## src/rtl/cmd_dispatch.sv

```systemverilog
// -----------------------------------------------------------------------------
// cmd_dispatch
//
// Command front end for the pdh_core sub-blocks. A 32-bit command word is
// handed over from the PS with a toggle strobe. Each level change of the strobe
// is one command. The opcode selects a target. That target receives a one-cycle
// enable plus the payload. After a fixed settle time, the target's callback is
// captured into a status word that the PS reads back.
//
// Ports
//   clk          in   1                          system clock
//   rst_n        in   1                          synchronous, active-low reset
//   cmd_word_i   in   32                         [31:28] opcode, [27:0] payload
//   cmd_strobe_i in   1                          toggle strobe, one command per level change
//   callback_i   in   N_TARGETS*CALLBACK_WIDTH   callback of target k at slice k
//   en_o         out  N_TARGETS                  one-hot, one-cycle enable to the addressed target
//   data_o       out  DATA_WIDTH                 payload, held from accept until the next accept
//   status_o     out  32                         [7:0] cb, [11:8] opcode, [12] done, [13] err,
//                                                [14] overrun, [15] busy, [31:16] sequence count
// -----------------------------------------------------------------------------
module cmd_dispatch #(
    parameter int N_TARGETS      = 4,
    parameter int DATA_WIDTH     = 8,
    parameter int CALLBACK_WIDTH = 8,
    parameter int SETTLE_CYCLES  = 6
) (
    input  logic                                clk,
    input  logic                                rst_n,
    input  logic [31:0]                         cmd_word_i,
    input  logic                                cmd_strobe_i,
    input  logic [N_TARGETS*CALLBACK_WIDTH-1:0] callback_i,
    output logic [N_TARGETS-1:0]                en_o,
    output logic [DATA_WIDTH-1:0]               data_o,
    output logic [31:0]                         status_o
);

    localparam int CNT_W = $clog2(SETTLE_CYCLES + 1);

    typedef enum logic [1:0] {
        ST_IDLE    = 2'd0,
        ST_ISSUE   = 2'd1,
        ST_WAIT    = 2'd2,
        ST_CAPTURE = 2'd3
    } state_t;

    state_t                     state_r;
    logic                       tog_r;
    logic [3:0]                 op_r;
    logic [CNT_W-1:0]           cnt_r;
    logic [N_TARGETS-1:0]       en_r;
    logic [DATA_WIDTH-1:0]      data_r;
    logic [7:0]                 cb_r;
    logic                       done_r;
    logic                       err_r;
    logic                       ovr_r;
    logic                       busy_r;
    logic [15:0]                seq_r;

    logic                       toggle_s;
    logic                       op_valid_s;
    logic [3:0]                 sel_s;
    logic [CALLBACK_WIDTH-1:0]  slice_s;
    logic [31:0]                cb_ext_s;
    logic [7:0]                 cb_sel_s;
    logic                       unused_s;

    // One-hot decode of a target index into the enable vector.
    function automatic logic [N_TARGETS-1:0] onehot(input logic [3:0] idx);
        logic [N_TARGETS-1:0] v;
        v = {N_TARGETS{1'b0}};
        for (int i = 0; i < N_TARGETS; i++) begin
            if (idx == i[3:0]) begin
                v[i] = 1'b1;
            end else begin
                v[i] = 1'b0;
            end
        end
        return v;
    endfunction

    assign toggle_s   = cmd_strobe_i ^ tog_r;
    assign op_valid_s = ({1'b0, op_r} < 5'(N_TARGETS));

    // Select the addressed target's callback and zero-extend it to the 8-bit status field.
    // An out-of-range opcode is steered to slice 0 so the part-select stays in range;
    // its value is never captured in that case.
    always_comb begin
        sel_s    = 4'd0;
        if (op_valid_s) begin
            sel_s = op_r;
        end else begin
            sel_s = 4'd0;
        end
        slice_s  = callback_i[sel_s*CALLBACK_WIDTH +: CALLBACK_WIDTH];
        cb_ext_s = 32'(slice_s);
        cb_sel_s = cb_ext_s[7:0];
    end

    // Payload bits above DATA_WIDTH and the upper callback extension are intentionally unused.
    assign unused_s = ^{cmd_word_i[27:DATA_WIDTH], cb_ext_s[31:8]};

    // Command FSM: accept, issue the enable, settle, capture. Also provides overrun tracking.
    // Timing: the enable is registered on the ISSUE->WAIT edge. WAIT then spans
    // SETTLE_CYCLES+1 cycles (the counter counts SETTLE_CYCLES down to zero, then exits).
    // As a result, done rises SETTLE_CYCLES+3 edges after the accept edge.
    always_ff @(posedge clk) begin
        if (!rst_n) begin
            state_r <= ST_IDLE;
            tog_r   <= cmd_strobe_i;
            op_r    <= 4'd0;
            cnt_r   <= {CNT_W{1'b0}};
            en_r    <= {N_TARGETS{1'b0}};
            data_r  <= {DATA_WIDTH{1'b0}};
            cb_r    <= 8'd0;
            done_r  <= 1'b0;
            err_r   <= 1'b0;
            ovr_r   <= 1'b0;
            busy_r  <= 1'b0;
            seq_r   <= 16'd0;
        end else begin
            en_r <= {N_TARGETS{1'b0}};

            // A toggle that arrives while busy is dropped. The strobe is resynchronised so
            // the dropped command is not replayed once the FSM returns to IDLE.
            if ((state_r != ST_IDLE) && toggle_s) begin
                ovr_r <= 1'b1;
                tog_r <= cmd_strobe_i;
            end

            case (state_r)
                ST_IDLE: begin
                    if (toggle_s) begin
                        tog_r   <= cmd_strobe_i;
                        op_r    <= cmd_word_i[31:28];
                        data_r  <= cmd_word_i[DATA_WIDTH-1:0];
                        busy_r  <= 1'b1;
                        done_r  <= 1'b0;
                        err_r   <= 1'b0;
                        ovr_r   <= 1'b0;
                        state_r <= ST_ISSUE;
                    end
                end
                ST_ISSUE: begin
                    if (op_valid_s) begin
                        en_r    <= onehot(op_r);
                        cnt_r   <= CNT_W'(SETTLE_CYCLES);
                        state_r <= ST_WAIT;
                    end else begin
                        err_r   <= 1'b1;
                        cb_r    <= 8'd0;
                        state_r <= ST_CAPTURE;
                    end
                end
                ST_WAIT: begin
                    if (cnt_r == {CNT_W{1'b0}}) begin
                        state_r <= ST_CAPTURE;
                    end else begin
                        cnt_r <= cnt_r - CNT_W'(1);
                    end
                end
                ST_CAPTURE: begin
                    if (!err_r) begin
                        cb_r <= cb_sel_s;
                    end
                    done_r  <= 1'b1;
                    busy_r  <= 1'b0;
                    seq_r   <= seq_r + 16'd1;
                    state_r <= ST_IDLE;
                end
                default: begin
                    state_r <= ST_IDLE;
                end
            endcase
        end
    end

    assign en_o     = en_r;
    assign data_o   = data_r;
    assign status_o = {seq_r, busy_r, ovr_r, err_r, done_r, op_r, cb_r};

endmodule

```

## config.mk

```make
export PLATFORM = sky130hd
export DESIGN_NAME = cmd_dispatch
export DESIGN_NICKNAME = d
export VERILOG_FILES = /design/src/rtl/cmd_dispatch.sv
export SDC_FILE = /design/constraint.sdc
export NUM_CORES = 1
export LEC_CHECK = 0
export ABC_AREA = 0
export BUFFER_PORTS_ARGS = -buffer_cell sky130_fd_sc_hd__buf_2
export CAP_MARGIN = 20
export CORE_ASPECT_RATIO = 1.2
export CORE_UTILIZATION = 46
export CTS_BUF_LIST = sky130_fd_sc_hd__clkbuf_16
export CTS_CLUSTER_DIAMETER = 30
export DETAILED_ROUTE_END_ITERATION = 7
export GPL_ROUTABILITY_DRIVEN = 0
export PLACE_DENSITY = 0.91
export SLEW_MARGIN = 20
export SYNTH_ARGS = -nofsm -noshare
export SYNTH_HDL_FRONTEND = slang
export SYNTH_SLANG_ARGS = --single-unit
```

## constraint.sdc

```tcl
create_clock -name clk -period 2.2 [get_ports clk]
set_input_delay 0.22 -clock clk [delete_from_list [all_inputs] [get_ports clk]]
set_output_delay 0.22 -clock clk [all_outputs]
set_load 0.05 [all_outputs]
```

==> out/summary.txt <==
Slowest cell on crit path: a21oi_1
Final period util: 82.4%
Clock sink count: 50
Starting density of the core: 48.2%
PostCTS Resize Cnt: 0
Vias per cell: 5.37
Core ar.: 4970 um2
Clock buffer count from CTS: 5
Post-CTS Setup Bufs: 0
PortBufs: 90
Startpoint types: flop
Cells after synthesis: 282
Syn nets: 357
Net Sw Frac: 39.2%
Max frequency: 552 MHz
Async S/R FF share, synth: 0%
RSZ-0062 raised after global routing: no
Die ar.: 5500 um2
Hold Path Depth: 1
Final Hold Viols: 0
Cell Chain, Critical Path: ha_1, buf_4, mux2i_1, a21oi_1, a22o_1
CP arrival: 2.04 ns
Fin area: 3010 um2
Family with the most delay on the worst path: compound AO/OA/AOI/OAI gates
Yosys warning total: 0
Syn-to-layout area delta: 25.5%
DP Area: 2860 um2
Vias: 2289
Layout Skew: 0.00660 ns
Crit-path max cell delay: 0.61 ns
Width of the chip: 67.9 um
Worst Path Required: 2.43 ns
Worst Setup Path Type: reg -> reg
RR Endpoint: cb_r[2]
DRC violations left: 0
Crit path time final: 1.81 ns
Vias in the first global route: 2088
VDD IR max: 591 uV
Hold_buf cts: 0
Outcome: complete, no violations
Final Net Count: 440
Hpwl dp: 4.25 mm
Worst Reg-to-Reg Cells: 5
Leak: 0.00135 uW
Synth area leaders: dfxtp_1 (42%), nand2_1 (5.8%), nor2_1 (5.5%), a21oi_1 (4.8%), mux2i_1 (4.6%)
Largest net degree at the start of global routing: 36
Avg Inst Size Synth: 8.50 um2
Internal power: 1790 uW
CTS tree: built
Hold EP: tog_r
Reg clk slew, reported paths: 0.07 ns
Clock share of power: 25.6%
PD cells: 978 nW/um2
Kind of end point of the critical path: flop
Final ANT Viol Nets: 0
Htree depth: 2
1st-pass router iterations: 4
Rel. slew slack: 51.1%
Post-Syn Area: 2400 um2
Sum Neg Setup Slack: 0 ns
Worst slew pin tran: 0.734 ns
Worst R2R Start: state_r[0]
Detailed Route Iter0 Violations: 105
Commonest non-fill, non-tap cells in the layout: buf_2 (90), dfxtp_1 (50), nand2_1 (37), nor2_1 (35), a21oi_1 (23)
Buf/Inv on CP: 1
CTS Root Cell: clkbuf_16
Die H: 81.1 um
Global route total overflow: 0
Gr usage total: 20.8%
Setup-failing EPs final: 0
Top FF cell, synth: dfxtp_1
Synth top area share: 41.8%
Worst-case clock buffer depth: 2
FP Rows: 28
I/O Pins: 111
Commonest non-fill, non-tap cell in the layout: buf_2
Hold Crit Class: in -> reg
Maxcap violations: 0
First-pass GRT wire length: 8.77 mm
#FFs+latches synth: 50
Distinct cell type count after synthesis: 36
WL final: 5.64 mm
Count of pins over their slew limit: 0
Avg WL per Cell: 13.2 um
Seq/Total Area, Yosys: 41.8%
Post-synth EDFFs: 0
Final core utilization: 60.5%
CP Max Fanout: 8
Flop-to-flop setup slack: 0.39 ns
Clock latency on the worst-skew pair: 0.29 ns
Sequential Power Share: 37.5%
Share of cells above drive strength 1: 30.1%
Antenna violations before repair: 0
Combinational Power Share: 36.9%
NetSw: 1150 uW
Antenna fix cells: 0
Area leader, netlist: dfxtp_1
Hold_sp: cmd_strobe_i
==> synth_stat cells, types with 4 or more instances <==
library cell   n
a21oi_1       23
a22o_1         8
a311oi_1       9
buf_4          4
clkbuf_1      11
dfxtp_1       50
ha_1           8
inv_1          7
mux2i_1       11
nand2_1       37
nand3_1        5
nand4_1        6
nor2_1        35
nor3_1         4
nor3b_1       10
o21ai_0        7
o21bai_1       9
xnor2_1        5
xor2_1         8
==> layout make-up <==
class / instances / area, um2
fill: 421 / 1970
timing repair buffer: 95 / 488
tap: 60 / 75.1
inverter: 8 / 30.0
clock inverter: 3 / 21.3
clock buffer: 5 / 125
sequential: 50 / 1000
multi-input combinational: 205 / 1270
==> stage by stage <==
step / power [uW] / setup WS (ns) / cells / hold WS (ns)
final: 2940 / 0.387 / 426 / 0.0780
after global routing: 3120 / 0.230 / 426 / 0.0773
after CTS: 2970 / 0.391 / 426 / 0.0761
after detailed placement: 2210 / 0.416 / 418 / 0.379
after global placement: 2170 / 0.479 / 418 / 0.371
after floorplan: 1960 / 0.332 / 282 / 0.310
==> registers in the layout (all words and copies together), names as in the netlist, named ones only <==
signal	flops
busy_r	1
done_r	1
tog_r	1
data_o	8
op_r	4
state_r	2
err_r	1
cb_r	8
cnt_r	3
en_o	4
seq_r	16
==> worst max path at each step <==
stage	start	to	depth (start not counted)
detailed placement	state_r[1]	cb_r[2]	6
global route	state_r[0]	cnt_r[1]	6
CTS	state_r[0]	cb_r[2]	5
finish	state_r[0]	cb_r[2]	5
floorplan	seq_r[6]	seq_r[15]	4
global placement	state_r[0]	cb_r[3]	5
==> cell families (layout without fill, tap and decap cells) <==
family / count (synthesis) / after routing / synth area share [%]
and+or+nand+nor: 113 / 113 / 22.8
buffers and inverters: 27 / 111 / 5.33
AOI/OAI and AO/OA: 60 / 60 / 16.6
adders and majority gates: 8 / 8 / 4.18
muxes: 11 / 11 / 4.60
xor gates and xnor gates: 13 / 13 / 4.75
DFF: 50 / 50 / 41.8
==> metal layers <==
layer | share of wire, % | GRT usage [%]
met5 | 0 | 0
met4 | 1.5 | 7.71
met3 | 8.3 | 6.18
met2 | 51 | 39.8
met1 | 40 | 20.5
==> power groups by stage <==
stage               clock [uW]  combinational (uW)  sequential, uW
floorplan                    0                 650            1310
global placement             0                1050            1110
detailed placement           0                1090            1120
CTS                        774                1090            1100
global route               812                1190            1120
finish                     755                1090            1100
(Power assumes the default switching activity.)
